$ cat config.mk
export PLATFORM = sky130hd
export DESIGN_NAME = sobol_gen_multi
export DESIGN_NICKNAME = d
export VERILOG_FILES = /design/src/rtl/sobol_gen_multi.sv
export SDC_FILE = /design/constraint.sdc
export NUM_CORES = 1
export LEC_CHECK = 0
export ABC_AREA = 1
export BUFFER_PORTS_ARGS = -buffer_cell sky130_fd_sc_hd__buf_2
export CAP_MARGIN = 15
export CORE_MARGIN = 3
export CORE_UTILIZATION = 35
export CTS_CLUSTER_SIZE = 24
export DETAILED_ROUTE_END_ITERATION = 8
export PLACE_DENSITY = 0.54
export SLEW_MARGIN = 5
export SYNTH_ARGS = -nofsm -noshare
export SYNTH_HDL_FRONTEND = slang
export SYNTH_SLANG_ARGS = --single-unit
export TNS_END_PERCENT = 50
$ cat constraint.sdc
create_clock -name clk -period 3.3 [get_ports clk]
set_input_delay 0.495 -clock clk [delete_from_list [all_inputs] [get_ports clk]]
set_output_delay 0.495 -clock clk [all_outputs]
set_load 0.01 [all_outputs]
$ cat src/rtl/sobol_gen_multi.sv
// Multi-dimension Sobol sequence generator: Gray-code XOR update per dimension,
// run-time loadable direction numbers, valid/ready output with optional skip and one-shot mode.
module sobol_gen_multi #(
   parameter int WIDTH = 6,
   parameter int DIMS  = 2,
   parameter int SKIP  = 0,
   parameter int WRAP  = 1
) (
   input  logic                          clk,
   input  logic                          rst,
   input  logic                          en,
   input  logic                          dir_load,
   input  logic [DIMS*WIDTH*WIDTH-1:0]   dir_in,
   output logic                          out_valid,
   input  logic                          out_ready,
   output logic [DIMS*WIDTH-1:0]         out_data,
   output logic [WIDTH-1:0]              out_index,
   output logic                          out_last,
   output logic                          busy
);

   localparam int VW = WIDTH * WIDTH;
   localparam logic [WIDTH-1:0] IDX_MAX   = {WIDTH{1'b1}};
   localparam logic [WIDTH-1:0] SKIP_LAST = WIDTH'(SKIP - 1);

   typedef enum logic [1:0] {
      ST_IDLE = 2'd0,
      ST_SKIP = 2'd1,
      ST_RUN  = 2'd2,
      ST_DONE = 2'd3
   } state_t;

   state_t                    state_r, state_n;
   logic [WIDTH-1:0]          idx_r, idx_n;
   logic [DIMS*WIDTH-1:0]     x_r, x_n;
   logic [DIMS*VW-1:0]        dir_r;
   logic                      out_valid_r, out_last_r, busy_r;
   logic                      xfer_s;

   // Next point: XOR in V[c] where c is the lowest zero bit of idx; the last index wraps to x=0.
   function automatic logic [DIMS*WIDTH-1:0] next_point(
      input logic [DIMS*WIDTH-1:0] x,
      input logic [WIDTH-1:0]      idx,
      input logic [DIMS*VW-1:0]    dir
   );
      logic [WIDTH-1:0]      sel;
      logic [DIMS*WIDTH-1:0] nx;
      sel = ~idx & (idx + WIDTH'(1));
      nx  = x;
      for (int d = 0; d < DIMS; d++) begin
         for (int k = 0; k < WIDTH; k++) begin
            nx[d*WIDTH +: WIDTH] = nx[d*WIDTH +: WIDTH] ^
                                   (dir[d*VW + k*WIDTH +: WIDTH] & {WIDTH{sel[k]}});
         end
      end
      return (idx == IDX_MAX) ? {(DIMS*WIDTH){1'b0}} : nx;
   endfunction

   assign xfer_s    = out_valid_r && out_ready;
   assign out_valid = out_valid_r;
   assign out_last  = out_last_r;
   assign busy      = busy_r;
   assign out_data  = x_r;
   assign out_index = idx_r;

   // Next-state and next-point selection
   always_comb begin
      state_n = state_r;
      idx_n   = idx_r;
      x_n     = x_r;
      case (state_r)
         ST_IDLE: begin
            idx_n = {WIDTH{1'b0}};
            x_n   = {(DIMS*WIDTH){1'b0}};
            if (en) begin
               state_n = (SKIP > 0) ? ST_SKIP : ST_RUN;
            end else begin
               state_n = ST_IDLE;
            end
         end
         ST_SKIP: begin
            if (en) begin
               idx_n = idx_r + WIDTH'(1);
               x_n   = next_point(x_r, idx_r, dir_r);
               if (idx_r == SKIP_LAST) begin
                  state_n = ST_RUN;
               end else begin
                  state_n = ST_SKIP;
               end
            end else begin
               state_n = ST_IDLE;
               idx_n   = {WIDTH{1'b0}};
               x_n     = {(DIMS*WIDTH){1'b0}};
            end
         end
         ST_RUN: begin
            if (!en) begin
               state_n = ST_IDLE;
               idx_n   = {WIDTH{1'b0}};
               x_n     = {(DIMS*WIDTH){1'b0}};
            end else if (xfer_s) begin
               idx_n = idx_r + WIDTH'(1);
               x_n   = next_point(x_r, idx_r, dir_r);
               if ((idx_r == IDX_MAX) && (WRAP == 0)) begin
                  state_n = ST_DONE;
               end else begin
                  state_n = ST_RUN;
               end
            end else begin
               state_n = ST_RUN;
            end
         end
         ST_DONE: begin
            idx_n = {WIDTH{1'b0}};
            x_n   = {(DIMS*WIDTH){1'b0}};
            if (en) begin
               state_n = ST_DONE;
            end else begin
               state_n = ST_IDLE;
            end
         end
         default: begin
            state_n = ST_IDLE;
            idx_n   = {WIDTH{1'b0}};
            x_n     = {(DIMS*WIDTH){1'b0}};
         end
      endcase
   end

   // State, point and registered status outputs
   always_ff @(posedge clk or posedge rst) begin
      if (rst) begin
         state_r     <= ST_IDLE;
         idx_r       <= {WIDTH{1'b0}};
         x_r         <= {(DIMS*WIDTH){1'b0}};
         out_valid_r <= 1'b0;
         out_last_r  <= 1'b0;
         busy_r      <= 1'b0;
      end else begin
         state_r     <= state_n;
         idx_r       <= idx_n;
         x_r         <= x_n;
         out_valid_r <= (state_n == ST_RUN);
         out_last_r  <= (state_n == ST_RUN) && (idx_n == IDX_MAX);
         busy_r      <= (state_n == ST_SKIP) || (state_n == ST_RUN);
      end
   end

   // Direction numbers are only writable while idle
   always_ff @(posedge clk or posedge rst) begin
      if (rst) begin
         dir_r <= {(DIMS*VW){1'b0}};
      end else if ((state_r == ST_IDLE) && dir_load) begin
         dir_r <= dir_in;
      end
   end

endmodule
==> PnR_summary.wiki <==
{| class="wikitable"
! Metric !! Value
|-
| Type of element launching the critical path || flip-flop
|-
| Final setup violation count || 0
|-
| Critical path data arrival time || ~2.5 ns
|-
| Post CTS Setup Buffer Count || 0
|-
| Maximum fanout count along the critical path || 26
|-
| Met3 Usage GRT || 4.54%
|-
| Power per Cell Area || 476 nW/um2
|-
| Reg2Reg Depth || 11
|-
| Synthesized instance count || 650
|-
| Synth Warn # || 0
|-
| Met2 capacity usage during global routing || 24.7%
|-
| DP Worst Slack || 0.975 ns
|-
| Final #Nets || between 800 and 900
|-
| Final-layout fill cell count || 1451
|-
| Cells traversed along the worst timing path || inv_2, nor4_1, ha_1, buf_4, nand2_1, nand3_1, nand3_1, nand2_1, nand2_1, nand3_1, nand2_1
|-
| Total global routing track utilization || between 10% and 20%
|-
| Die span in x || between 100 and 150 um
|-
| Worst Setup Path Type || reg2reg
|-
| Most common cell after layout, fill and taps aside || nand2_1
|-
| Pin count of the biggest net entering global routing || 73
|-
| Effective utilization at floorplan || between 30 and 40%
|-
| Buf+Inv Stages, Crit Path || 2
|-
| Number of resized instances in the post-cts repair step || 0
|-
| Port bufs || 97
|-
| Post-synthesis sequential area ratio || around 44%
|-
| Maximum resistive drop on vdd || ~0.00025 V
|-
| Clk_lat worst skew || ~0.35 ns
|-
| Status || finished, final reports clean
|-
| Min cycle time layout || between 2 and 2.5 ns
|-
| Flop and latch count out of synthesis || 95
|-
| Kind of capture point of the worst setup path || flip-flop
|-
| Crit-path most repeated cell || nand2_1
|-
| Number of antenna violations at the first check in global routing || 0
|-
| RSZ-0062 raised after global routing || false
|-
| Via count of the first global-routing pass || between 4000 and 5000
|-
| Number of buffers on the longest clock path || 2
|-
| Antenna Diode Count || 0
|-
| Commonest cells after routing, fill and taps aside || 243 x nand2_1, 103 x nand3_1, 97 x buf_2, 95 x dfrtp_1, 72 x mux2_2
|-
| H-tree lvl count || 3
|-
| Die extent in y || roughly 130 um
|-
| Required time of the critical path || about 3.5 ns
|-
| Final slew viol count || 0
|-
| Top achievable clock speed || about 440 MHz
|-
| Number of routed nets with antenna violations || 0
|-
| Routed via count divided by cell count || 4.79
|-
| Final period utilization || between 60% and 70%
|-
| Site row count || 44
|-
| Post-Synthesis Mean Instance Area || approximately 8.3 um2
|-
| Worst Tran Pin Value || ~0.96 ns
|-
| Total Routed Length || approximately 13000 um
|-
| Hold violation count in the final report || 0
|-
| Wire length of the first global-routing pass || 20400 um
|-
| Total clock sinks || 95
|-
| Count of vias placed by the detailed router || ~4500
|-
| # IOs || between 90 and 100
|-
| Gate family responsible for the most delay along the worst path || simple AND/OR/NAND/NOR gates
|-
| Routed wire per std cell || roughly 14 um
|-
| Setup TNS || 0 ns
|-
| Max-cap violations || 0
|-
| Count of hold buffers inserted by post-cts repair || 0
|-
| DRT Pass-1 Iters || 4
|-
| Path class of the lowest-slack min-delay path || in2async
|-
| Headroom to the max-slew limit || 36.0%
|-
| Max stage delay on crit path || between 0.4 and 0.5 ns
|-
| Layout overhead on the synthesized area || 17.4%
|-
| Clock slew at the register clock pins of the worst setup and hold paths || 0.06 ns
|-
| Cell at the root of the clock tree || clkbuf_16
|-
| Most heavily used metal layer in global routing || met2
|-
| Total CTS buffers || 9
|-
| Clock tree from TritonCTS || yes
|-
| Share of layout cells above drive strength 1 || around 28%
|-
| Reported leakage power || between 3 and 4 nW
|-
| Met1 Resource Use GR || 19.8%
|-
| Die Footprint || between 15000 and 20000 um2
|-
| Remaining DRCs || 0
|-
| Overflow left after global routing || 0
|-
| Global placement routability congestion || 0.793
|-
| DR iter-0 viols || slightly below 200
|-
| Total half-perimeter wirelength after legalization and detailed placement || 8960 um
|-
| Number of distinct standard cells referenced by the synthesized netlist || 24
|-
| Cell Area, Synth || 5410 um2
|-
| Skew final || roughly 0.0084 ns
|-
| Placeable core region || roughly 15000 um2
|-
| Crit path depth || 11
|-
| Setup slack after layout || around 1.0 ns
|-
| Slowest-stage cell, CP || dfrtp_1
|-
| Syn_nets || about 740
|}
## worst reg2reg max path, delay by kind of cell (launching register included)
family                   cells  cell delay, ns
flip-flops                   1            0.47
buffers and inverters        2            0.55
AND/OR/NAND/NOR              8            0.93
adder cells (fa/ha/maj)      1            0.20
## layout make-up
| type | instances | area, um2 | share of cell area [%] |
|---|---|---|---|
| multi-input combinational | 469 | 2660 | 41.8 |
| sequential | 95 | 2380 | 37.4 |
| timing repair buffer | 102 | 527 | 8.29 |
| inverter | 66 | 250 | 3.94 |
| clock buffer | 12 | 246 | 3.88 |
| tap | 184 | 230 | 3.62 |
| clock inverter | 3 | 67.6 | 1.06 |
## cell families after synthesis
logic type,after synthesis,share of synthesized area [%]
simple gates,376,30.0
flops,95,43.9
buf+inv,86,7.12
mux,72,15.0
fa+ha+maj,11,2.54
compound gates,9,1.06
xor+xnor,1,0.301
## per-stage QoR
stage               area [um2]  util, %  hold slack, ns  power [W]  instances
global route              6350     42.9           0.325    0.00319        931
finish                    6350     42.9           0.262    0.00302        931
detailed placement        6030     40.7           0.497    0.00193        915
floorplan                 5410        -           0.479    0.00177        650
global placement          6030     40.7           0.490    0.00191        915
CTS                       6340     42.8           0.286    0.00307        930
## power breakdown
group | switching (W) | leakage [nW] | internal (W) | total, W
Clock | 0.000438 | 0.149 | 0.000681 | 0.00112
Sequential | 0.000114 | 1.15 | 0.00131 | 0.00143
Combinational | 0.000239 | 2.13 | 0.000238 | 0.000476
Total | 0.000791 | 3.43 | 0.00223 | 0.00302
## Yosys cell counts, drive strengths merged
library cell    n  area, um2
nor4            1       6.26
dfrtp          95       2380
nor2            9       33.8
xor2            1       16.3
o21ai           3       15.0
ha             11        138
nand3b          1       7.51
o21a            4       30.0
o31ai           1       7.51
mux2           72        811
nor3            2       10.0
clkbuf          1       3.75
nor3b           1       12.5
nand3         111        596
buf            19        134
a21oi           1       5.00
inv            66        248
nand2         251        960
## worst paths after layout
kind	to	start	slack, ns
max reg2reg	out_data[0]	out_index[0]	1.04
min	dir_r[12]	rst	0.26
max in group asynchronous	dir_r[20]	rst	2.26
min in group clk	dir_r[69]	dir_in[69]	0.37
min reg2reg	dir_r[29]	dir_r[29]	0.51
max	out_data[0]	out_index[0]	1.04
## registers in the layout, indices dropped and copies added (netlist names)
name	count
out_valid	1
out_data	12
state_r	2
busy	1
out_index	6
dir_r	72
out_last	1
## routing by layer
layer | wire length [um] | part of all wire (%)
met1 | 6010 | 47
met2 | 5690 | 45
met3 | 734 | 5.8
met4 | 303 | 2.4
met5 | 0 | 0
(Power assumes the default switching activity.)
